`config.mk`:
```
export PLATFORM = sky130hd
export DESIGN_NAME = imem_fetch_ctrl
export DESIGN_NICKNAME = d
export VERILOG_FILES = /design/src/rtl/imem_fetch_pkg.sv /design/src/rtl/imem_lat_cnt.sv /design/src/rtl/imem_fetch_ctrl.sv
export SDC_FILE = /design/constraint.sdc
export NUM_CORES = 1
export LEC_CHECK = 0
export BUFFER_PORTS_ARGS = -buffer_cell sky130_fd_sc_hd__buf_4
export CAP_MARGIN = 10
export CORE_MARGIN = 5
export CORE_UTILIZATION = 46
export CTS_BUF_LIST = sky130_fd_sc_hd__clkbuf_4
export DETAILED_ROUTE_END_ITERATION = 12
export GPL_ROUTABILITY_DRIVEN = 0
export PLACE_DENSITY_LB_ADDON = 0.05
export SYNTH_ARGS = -nofsm -noshare
export SYNTH_HDL_FRONTEND = slang
export SYNTH_SLANG_ARGS = --single-unit
```
`constraint.sdc`:
```
create_clock -name clk_i -period 2.3 [get_ports clk_i]
set_clock_uncertainty 0.1 [all_clocks]
set_input_delay 0.115 -clock clk_i [delete_from_list [all_inputs] [get_ports clk_i]]
set_output_delay 0.115 -clock clk_i [all_outputs]
set_load 0.02 [all_outputs]
```
`src/rtl/imem_fetch_pkg.sv`:
```
// Shared types and defaults for the instruction-fetch sequencer.
// addr_legal() treats any address that is misaligned or beyond the memory depth as illegal.
package imem_fetch_pkg;

    typedef enum logic [1:0] {
        ST_WAIT  = 2'd0,
        ST_VALID = 2'd1,
        ST_ERR   = 2'd2
    } fetch_state_t;

    localparam int unsigned IMEM_WORDS_DEF = 1024;
    localparam logic [31:0] RESET_PC_DEF   = 32'h0000_0000;

    // Comparing word indices keeps the range check free of overflow for depths up to 2^30 words.
    function automatic logic addr_legal(input logic [31:0] addr, input int unsigned words);
        return (addr[1:0] == 2'b00) && ({2'b00, addr[31:2]} < words);
    endfunction

endpackage

```
`src/rtl/imem_lat_cnt.sv`:
```
// Loadable down-counter that measures the memory access window; reload value MEM_LAT-1.
// The count stops at zero and zero_o stays high until the next load.
module imem_lat_cnt #(
    parameter int unsigned MEM_LAT = 1
) (
    input  logic clk_i,
    input  logic reset_i,
    input  logic load_i,
    input  logic en_i,
    output logic zero_o
);
    localparam int unsigned    CW       = (MEM_LAT > 1) ? $clog2(MEM_LAT) : 1;
    localparam logic [CW-1:0]  LOAD_VAL = CW'(MEM_LAT - 1);

    logic [CW-1:0] cnt_q, cnt_d;

    always_comb begin
        cnt_d = cnt_q;
        if (load_i) begin
            cnt_d = LOAD_VAL;
        end else if (en_i && (cnt_q != '0)) begin
            cnt_d = cnt_q - CW'(1);
        end
    end

    always_ff @(posedge clk_i) begin
        if (reset_i) begin
            cnt_q <= LOAD_VAL;
        end else begin
            cnt_q <= cnt_d;
        end
    end

    assign zero_o = (cnt_q == '0);

endmodule

```
`src/rtl/imem_fetch_ctrl.sv`:
```
// Instruction-fetch sequencer: holds imem_addr for MEM_LAT cycles, then offers {pc,instr} until decode accepts.
// Redirects override sequential flow; IMEM_FETCH_PERF_EN adds saturating fetch/stall counters.
module imem_fetch_ctrl
    import imem_fetch_pkg::*;
#(
    parameter logic [31:0] RESET_PC   = RESET_PC_DEF,
    parameter int unsigned MEM_LAT    = 1,
    parameter int unsigned IMEM_WORDS = IMEM_WORDS_DEF
) (
    input  logic        clk_i,
    input  logic        reset_i,
    output logic [31:0] imem_addr_o,
    input  logic [31:0] imem_instr_i,
    input  logic        redirect_valid_i,
    input  logic [31:0] redirect_pc_i,
    output logic        if_valid_o,
    input  logic        if_ready_i,
    output logic [31:0] if_pc_o,
    output logic [31:0] if_instr_o,
    output logic        fetch_err_o
`ifdef IMEM_FETCH_PERF_EN
    ,
    output logic [31:0] perf_fetch_cnt_o,
    output logic [31:0] perf_stall_cnt_o
`endif
);

    fetch_state_t state_q;
    logic [31:0]  pc_q;
    logic         if_valid_q;
    logic [31:0]  if_pc_q;
    logic [31:0]  if_instr_q;
    logic         fetch_err_q;

    logic         pc_load_d;
    logic [31:0]  pc_next_d;
    logic         pc_legal;
    logic         cnt_zero;

    // A redirect takes precedence over pc+4, even when it coincides with a completed transfer.
    always_comb begin
        pc_load_d = 1'b0;
        pc_next_d = pc_q;
        if (redirect_valid_i) begin
            pc_load_d = 1'b1;
            pc_next_d = redirect_pc_i;
        end else if (if_valid_q && if_ready_i) begin
            pc_load_d = 1'b1;
            pc_next_d = pc_q + 32'd4;
        end
    end

    assign pc_legal = addr_legal(pc_next_d, IMEM_WORDS);

    imem_lat_cnt #(
        .MEM_LAT (MEM_LAT)
    ) u_lat_cnt (
        .clk_i   (clk_i),
        .reset_i (reset_i),
        .load_i  (pc_load_d),
        .en_i    (state_q == ST_WAIT),
        .zero_o  (cnt_zero)
    );

    always_ff @(posedge clk_i) begin
        if (reset_i) begin
            state_q     <= ST_WAIT;
            pc_q        <= RESET_PC;
            if_valid_q  <= 1'b0;
            if_pc_q     <= '0;
            if_instr_q  <= '0;
            fetch_err_q <= 1'b0;
        end else if (pc_load_d) begin
            pc_q       <= pc_next_d;
            if_valid_q <= 1'b0;
            if (pc_legal) begin
                state_q <= ST_WAIT;
            end else begin
                state_q     <= ST_ERR;
                fetch_err_q <= 1'b1;
            end
        end else if ((state_q == ST_WAIT) && cnt_zero) begin
            if_instr_q <= imem_instr_i;
            if_pc_q    <= pc_q;
            if_valid_q <= 1'b1;
            state_q    <= ST_VALID;
        end
    end

    assign imem_addr_o = pc_q;
    assign if_valid_o  = if_valid_q;
    assign if_pc_o     = if_pc_q;
    assign if_instr_o  = if_instr_q;
    assign fetch_err_o = fetch_err_q;

`ifdef IMEM_FETCH_PERF_EN
    logic [31:0] perf_fetch_q, perf_stall_q;

    always_ff @(posedge clk_i) begin
        if (reset_i) begin
            perf_fetch_q <= '0;
            perf_stall_q <= '0;
        end else begin
            if (if_valid_q && if_ready_i && (perf_fetch_q != 32'hFFFF_FFFF)) begin
                perf_fetch_q <= perf_fetch_q + 32'd1;
            end
            if (if_valid_q && !if_ready_i && (perf_stall_q != 32'hFFFF_FFFF)) begin
                perf_stall_q <= perf_stall_q + 32'd1;
            end
        end
    end

    assign perf_fetch_cnt_o = perf_fetch_q;
    assign perf_stall_cnt_o = perf_stall_q;
`endif

endmodule
```
# Yosys cells after proc, flatten, opt, wreduce, memory -nomap -nowiden
# Cells that the tools add are included.
[classes] add_sub_neg=2 order_cmp=1 mux=7 bitwise=3 reduce_logical=10
[ops] cell="two-way mux 32 bit" n=2
[ops] cell="adder 32 x 3 -> 32 bit, second input constant" n=1
[ops] cell="less-than comparator 30 x 11 -> 1 bit, second input constant" n=1
[ops] cell="two-way mux 2 bit" n=3
[ops] cell="logical AND 1 bit" n=4
[ops] cell="logical NOT 2 bit" n=2
[ops] cell="AND reduction 2 bit" n=2
[ops] cell="NOT 1 bit" n=3
[ops] cell="two-way mux 1 bit" n=2
[ops] cell="nonzero test 2 bit" n=1
[ops] cell="OR reduction 2 bit" n=1
[ops] cell="subtractor 1 bit, second input constant" n=1
[word_totals] regBits=101 inputBits=68 output_inout_bits=98

# Longest topological paths before layout
[logic_depth] ltp_word=7 ltp_mapped=9

# Modules after synthesis
# From an unflattened synthesis, not the netlist that was laid out.
[hier_totals] cells_unflattened=563 area_unflattened_um2=4420.5
[by_module_without_submodules] module="imem_fetch_ctrl" n_inst=1 cells_each=560 area_each_um2=4381.7 seq_area_each_um2=2001.9
[by_module_without_submodules] module="imem_lat_cnt" n_inst=1 cells_each=3 area_each_um2=38.8 seq_area_each_um2=20.0

# Worst setup path after synthesis
# OpenSTA, ideal clock, no wires.
[synth_timing] kind="register to register" startpoint="reg pc_q[2], in the netlist imem_addr_o[2]" endpoint="reg fetch_err_q, in the netlist fetch_err_o" setup_ps=136 t_arrival_ps=2414 t_required_ps=2064 path_slack_ps=-350 path_stages_with_launch=10 period_less_slack_ps=2650 cell_sequence="dfxtp_1 -> ha_1 -> nand3_2 -> nor4_4 -> buf_4 -> xnor2_1 -> a31oi_1 -> a2111o_1 -> a2111oi_4 -> a311oi_1"
[synth_between] elab_chain_cells=7
[synth_rtl] element="start: declaration" line="imem_fetch_ctrl.sv:29" rtl="logic [31:0] pc_q;"
[synth_rtl] element="start signal: assignment" line="imem_fetch_ctrl.sv:74" rtl="pc_q <= pc_next_d;"
[synth_rtl] element="adder 32 x 3 -> 32 bit" line="imem_fetch_ctrl.sv:49" rtl="pc_next_d = pc_q + 32'd4;"
[synth_rtl] element="two-way mux 32 bit *" line="imem_fetch_ctrl.sv:47" rtl="end else if (if_valid_q && if_ready_i) begin"
[synth_rtl] element="two-way mux 32 bit *" line="imem_fetch_ctrl.sv:44" rtl="if (redirect_valid_i) begin"
[synth_rtl] element="less-than comparator 30 x 11 -> 1 bit *" line="imem_fetch_pkg.sv:16" rtl="return (addr[1:0] == 2'b00) && ({2'b00, addr[31:2]} < words);"
[synth_rtl] element="logical AND 1 bit *" line="imem_fetch_pkg.sv:16"
[synth_rtl] element="NOT 1 bit (no line) *"
[synth_rtl] element="AND reduction 2 bit (no line) *"
[synth_rtl] element="end signal: assignment" line="imem_fetch_ctrl.sv:72" rtl="fetch_err_q <= 1'b0;"
[synth_rtl] element="end signal: assignment" line="imem_fetch_ctrl.sv:80" rtl="fetch_err_q <= 1'b1;"
[synth_rtl] element="end: declaration" line="imem_fetch_ctrl.sv:33" rtl="logic fetch_err_q;"
# Mark *: on every way between the ends. The rest lies on a longest branch, timed or not.
# A chain may end at the register's enable or synchronous reset.

# Worst setup path after layout
[layout_timing] startpoint="reg pc_q[4], in the netlist imem_addr_o[4]" endpoint="reg state_q[1]"
[layout_between] elab_chain_cells=7
[layout_rtl] element="adder 32 x 3 -> 32 bit" line="imem_fetch_ctrl.sv:49"
[layout_rtl] element="two-way mux 32 bit *" line="imem_fetch_ctrl.sv:47"
[layout_rtl] element="two-way mux 32 bit *" line="imem_fetch_ctrl.sv:44"
[layout_rtl] element="less-than comparator 30 x 11 -> 1 bit *" line="imem_fetch_pkg.sv:16"
[layout_rtl] element="logical AND 1 bit *" line="imem_fetch_pkg.sv:16"
[layout_rtl] element="two-way mux 2 bit *" line="imem_fetch_ctrl.sv:76" rtl="if (pc_legal) begin"
[layout_rtl] element="two-way mux 2 bit *" line="imem_fetch_ctrl.sv:73" rtl="end else if (pc_load_d) begin"
[layout_rtl] element="end signal: assignment" line="imem_fetch_ctrl.sv:77" rtl="state_q <= ST_WAIT;"
[layout_rtl] element="end signal: assignment" line="imem_fetch_ctrl.sv:79" rtl="state_q <= ST_ERR;"
[layout_rtl] element="end signal: assignment" line="imem_fetch_ctrl.sv:86" rtl="state_q <= ST_VALID;"
[layout_rtl] element="end: declaration" line="imem_fetch_ctrl.sv:28" rtl="fetch_state_t state_q;"
# Marked as above.

==> flow_summary.json <==
{
  "required_ps": 2510,
  "netlist_instances": 520,
  "vias": 4774,
  "cap_viol_max_count": 0,
  "r2r-start": "imem_addr_o[4]",
  "io_pins": 166,
  "ys_types": 54,
  "ir_drop_uv": 310,
  "synth_nets": 589,
  "outcome": "complete, but fails checks",
  "antenna_found_initial": 0,
  "grt_max_degree": 54,
  "rsz0062_at_grt": "true",
  "holdCritPathClass": "in2reg",
  "grt_usage_pct": 25.4,
  "drv_slew": 0,
  "worst_pin_slew_ps": 787,
  "drive_gt1_share_pct": 34.5,
  "grt_pass1_vias": 4924,
  "path_clk_slew_ps": 160,
  "fp.dieW_um": 108,
  "numPortBuffers": 165,
  "worst_setup_path_start_kind": "flop",
  "start_util_pct": 47.6,
  "synth-async-reset-ratio_pct": 0,
  "path_cells": "nand3_4 > nor4_4 > and2_4 > nand4_1 > a2111o_1 > a2111oi_4 > a311oi_1",
  "fp.dieH_um": 108,
  "worstPathArrival_ps": 2550,
  "timing.fmax_ghz": 0.427,
  "dp_hpwl_um": 9760,
  "post-route-min-period_ps": 2340,
  "die_area_um2": 11700,
  "cts-root-buf": "clkbuf_4",
  "finalCritPeriodShare_pct": 102,
  "total_power_uw": 3700,
  "setup_ws_ps": -41.9,
  "finalHoldViolCount": 0,
  "grt_pass1_wl_um": 24000,
  "synth_area_um2": 4420,
  "route.detailed.drc": 0,
  "drt_iter0_drc": 207,
  "grt.overflow.total": 0,
  "synth_edf_count": 0,
  "syn_to_final_growth_pct": 58.3,
  "ys_seq_elements": 101,
  "max_stage_delay_ps": 430,
  "cts_inserted_buffers": 9,
  "dr.pass1.iters": 5,
  "ant_nets": 0,
  "violations": "setup timing",
  "crit_slowest_cell": "a2111o_1",
  "h-tree-depth": 3,
  "syn_avg_cell_area_um2": 8.50,
  "pwr_density_cell_nw_per_um2": 529,
  "fin_nets": 860,
  "avgViaCountPerCell": 5.17,
  "cts_max_path_buffers": 2,
  "yosys_warnings": 0,
  "path_delay_family": "compound AO/OA/AOI/OAI gates",
  "cts_tree": "built",
  "path_buf_inv": 0,
  "place_ws_ps": -50.4,
  "worstHoldStart": "if_ready_i",
  "antenna_cells": 0,
  "routed_wl_um": 14600,
  "final-setup-viol-count": 2,
  "rows": 35,
  "crit_type": "reg2reg",
  "wl_per_cell_um": 15.8,
  "synth-seq-area-share_pct": 45.7,
  "worstSkewPairLatency_ps": 440,
  "startpoint": "imem_addr_o[4]",
  "relSlewSlack_pct": 47.5,
  "dp_cells": 827,
  "fin_cells": 924,
  "end_kind": "flop",
  "finalHoldWorstSlack_ps": 220,
  "ys.flop_type": "dfxtp_1",
  "core_area_um2": 9280,
  "cp_max_fo": 3,
  "power.leakage_uw": 0.00304,
  "clkSinkCount": 101
}
## worst reg2reg max path: stages, from the launching register on
cell       delay, ps
dfxtp_2          390
nand3_4          120
nor4_4           380
and2_4           210
nand4_1          100
a2111o_1         430
a2111oi_4        340
a311oi_1         150
## flip-flops by register name, indices dropped and copies added, names as in the netlist
name,flops
u_lat_cnt.cnt_q,1
imem_addr_o,32
if_pc_o,32
fetch_err_o,1
state_q,2
if_valid_o,1
if_instr_o,32
## cell type report
class / instances / area, um^2
Timing Repair Buffer: 294 / 2410
Fill cell: 712 / 2290
Multi-Input combinational cell: 378 / 2220
Sequential cell: 101 / 2050
Tap cell: 129 / 161
Clock buffer: 10 / 75.1
Clock inverter: 5 / 52.6
Inverter: 7 / 26.3
## metrics by stage
| step | util (%) | TNS, ps | instance area (um^2) |
|---|---|---|---|
| after floorplan | - | 0 | 4450 |
| after global placement | 64.7 | -14.7 | 6010 |
| after detailed placement | 64.7 | -88.8 | 6010 |
| after CTS | 75.4 | -26.5 | 7000 |
| after global routing | 75.4 | -254 | 7000 |
| final | 75.4 | -76.1 | 7000 |
## cell families after synthesis
group	count (synthesis)	synth area share [%]
simple gates	230	25.6
compound gates	113	16.4
flops	101	45.7
buf+inv	41	5.04
xor+xnor	29	5.75
mux	5	1.16
fa+ha+maj	1	0.283
## placed cells by master (no fill, tap or decap), types with 2 or more instances in the layout
cell           Yosys  routed
buf_4              1     213
nand2_1          115     115
dfxtp_1          101      83
dlygate4sd3_1      0      78
a21oi_1           68      67
nor2_1            49      46
a22o_1            18      18
xnor2_1           16      16
dfxtp_2            0      16
nor3_1            13      13
xor2_1            13      13
clkbuf_4           0      10
nand3_1           10       8
nand4_1            8       8
a211oi_1           8       8
inv_1              7       7
o21ai_0            5       5
and4_1             4       4
mux2i_1            4       4
nand4_4            3       3
and3_1             4       3
and2_1             3       3
nand3_2            1       2
nor2_2             0       2
nand3_4            1       2
or3_1              2       2
nor4_4             2       2
nor4_2             2       2
nor2b_1            2       2
nand2b_1           2       2
nor4_1             2       2
a311oi_1           2       2
clkinv_2           0       2
dfxtp_4            0       2
buf_6              3       2
## per-layer routing
metal  GRT usage [%]  wire length (um)
met3            6.81              1200
met5               0                 0
met2            42.7              7040
met1            31.7              6030
met4            8.39               302
## report_power, final
| group | leakage [uW] | internal, uW | switching (uW) |
|---|---|---|---|
| logic | 0.00213 | 420 | 446 |
| registers | 0.000834 | 1840 | 65.6 |
| clock network | 0.0000741 | 337 | 592 |
## Yosys cell counts (all sizes together), types with 2 or more instances
| library cell | number | area share, % |
|---|---|---|
| buf | 10 | 1.5 |
| nand2b | 2 | 0.28 |
| inv | 7 | 0.59 |
| nor2 | 49 | 4.2 |
| xor2 | 13 | 2.6 |
| nand4 | 11 | 2.6 |
| and3 | 4 | 0.57 |
| clkbuf | 24 | 2.9 |
| nor2b | 2 | 0.28 |
| nor3 | 14 | 1.8 |
| a21oi | 68 | 7.7 |
| a2111oi | 2 | 0.82 |
| and4 | 4 | 0.79 |
| xnor2 | 16 | 3.2 |
| and2 | 4 | 0.59 |
| nor4 | 6 | 1.8 |
| dfxtp | 101 | 46 |
| o21ai | 6 | 0.68 |
| a22o | 18 | 3.6 |
| nand2 | 116 | 9.9 |
| mux2i | 4 | 0.91 |
| a311oi | 2 | 0.40 |
| a211oi | 8 | 1.4 |
| nand3 | 12 | 1.8 |
| or3 | 3 | 0.45 |
## worst paths after layout
path                endpoint  slack (ps)  cells past startpoint
max               state_q[1]         -40                      7
min          u_lat_cnt.cnt_q         220                      4
max reg2reg       state_q[1]         -40                      7
min reg2reg   if_instr_o[28]         360                      2
## timing repair
item | 4_1_cts | 5_1_grt
endpoints found under the hold margin | 73 | 0
endpoints found under the setup margin | 2 | 6
hold buffers | 80 | 0
setup buffers | 4 | 0
pin swaps | 2 | 5
gates resized for setup | 8 | 5
gates cloned | 0 | 0
No activity file was read; power rests on OpenSTA's default activity.
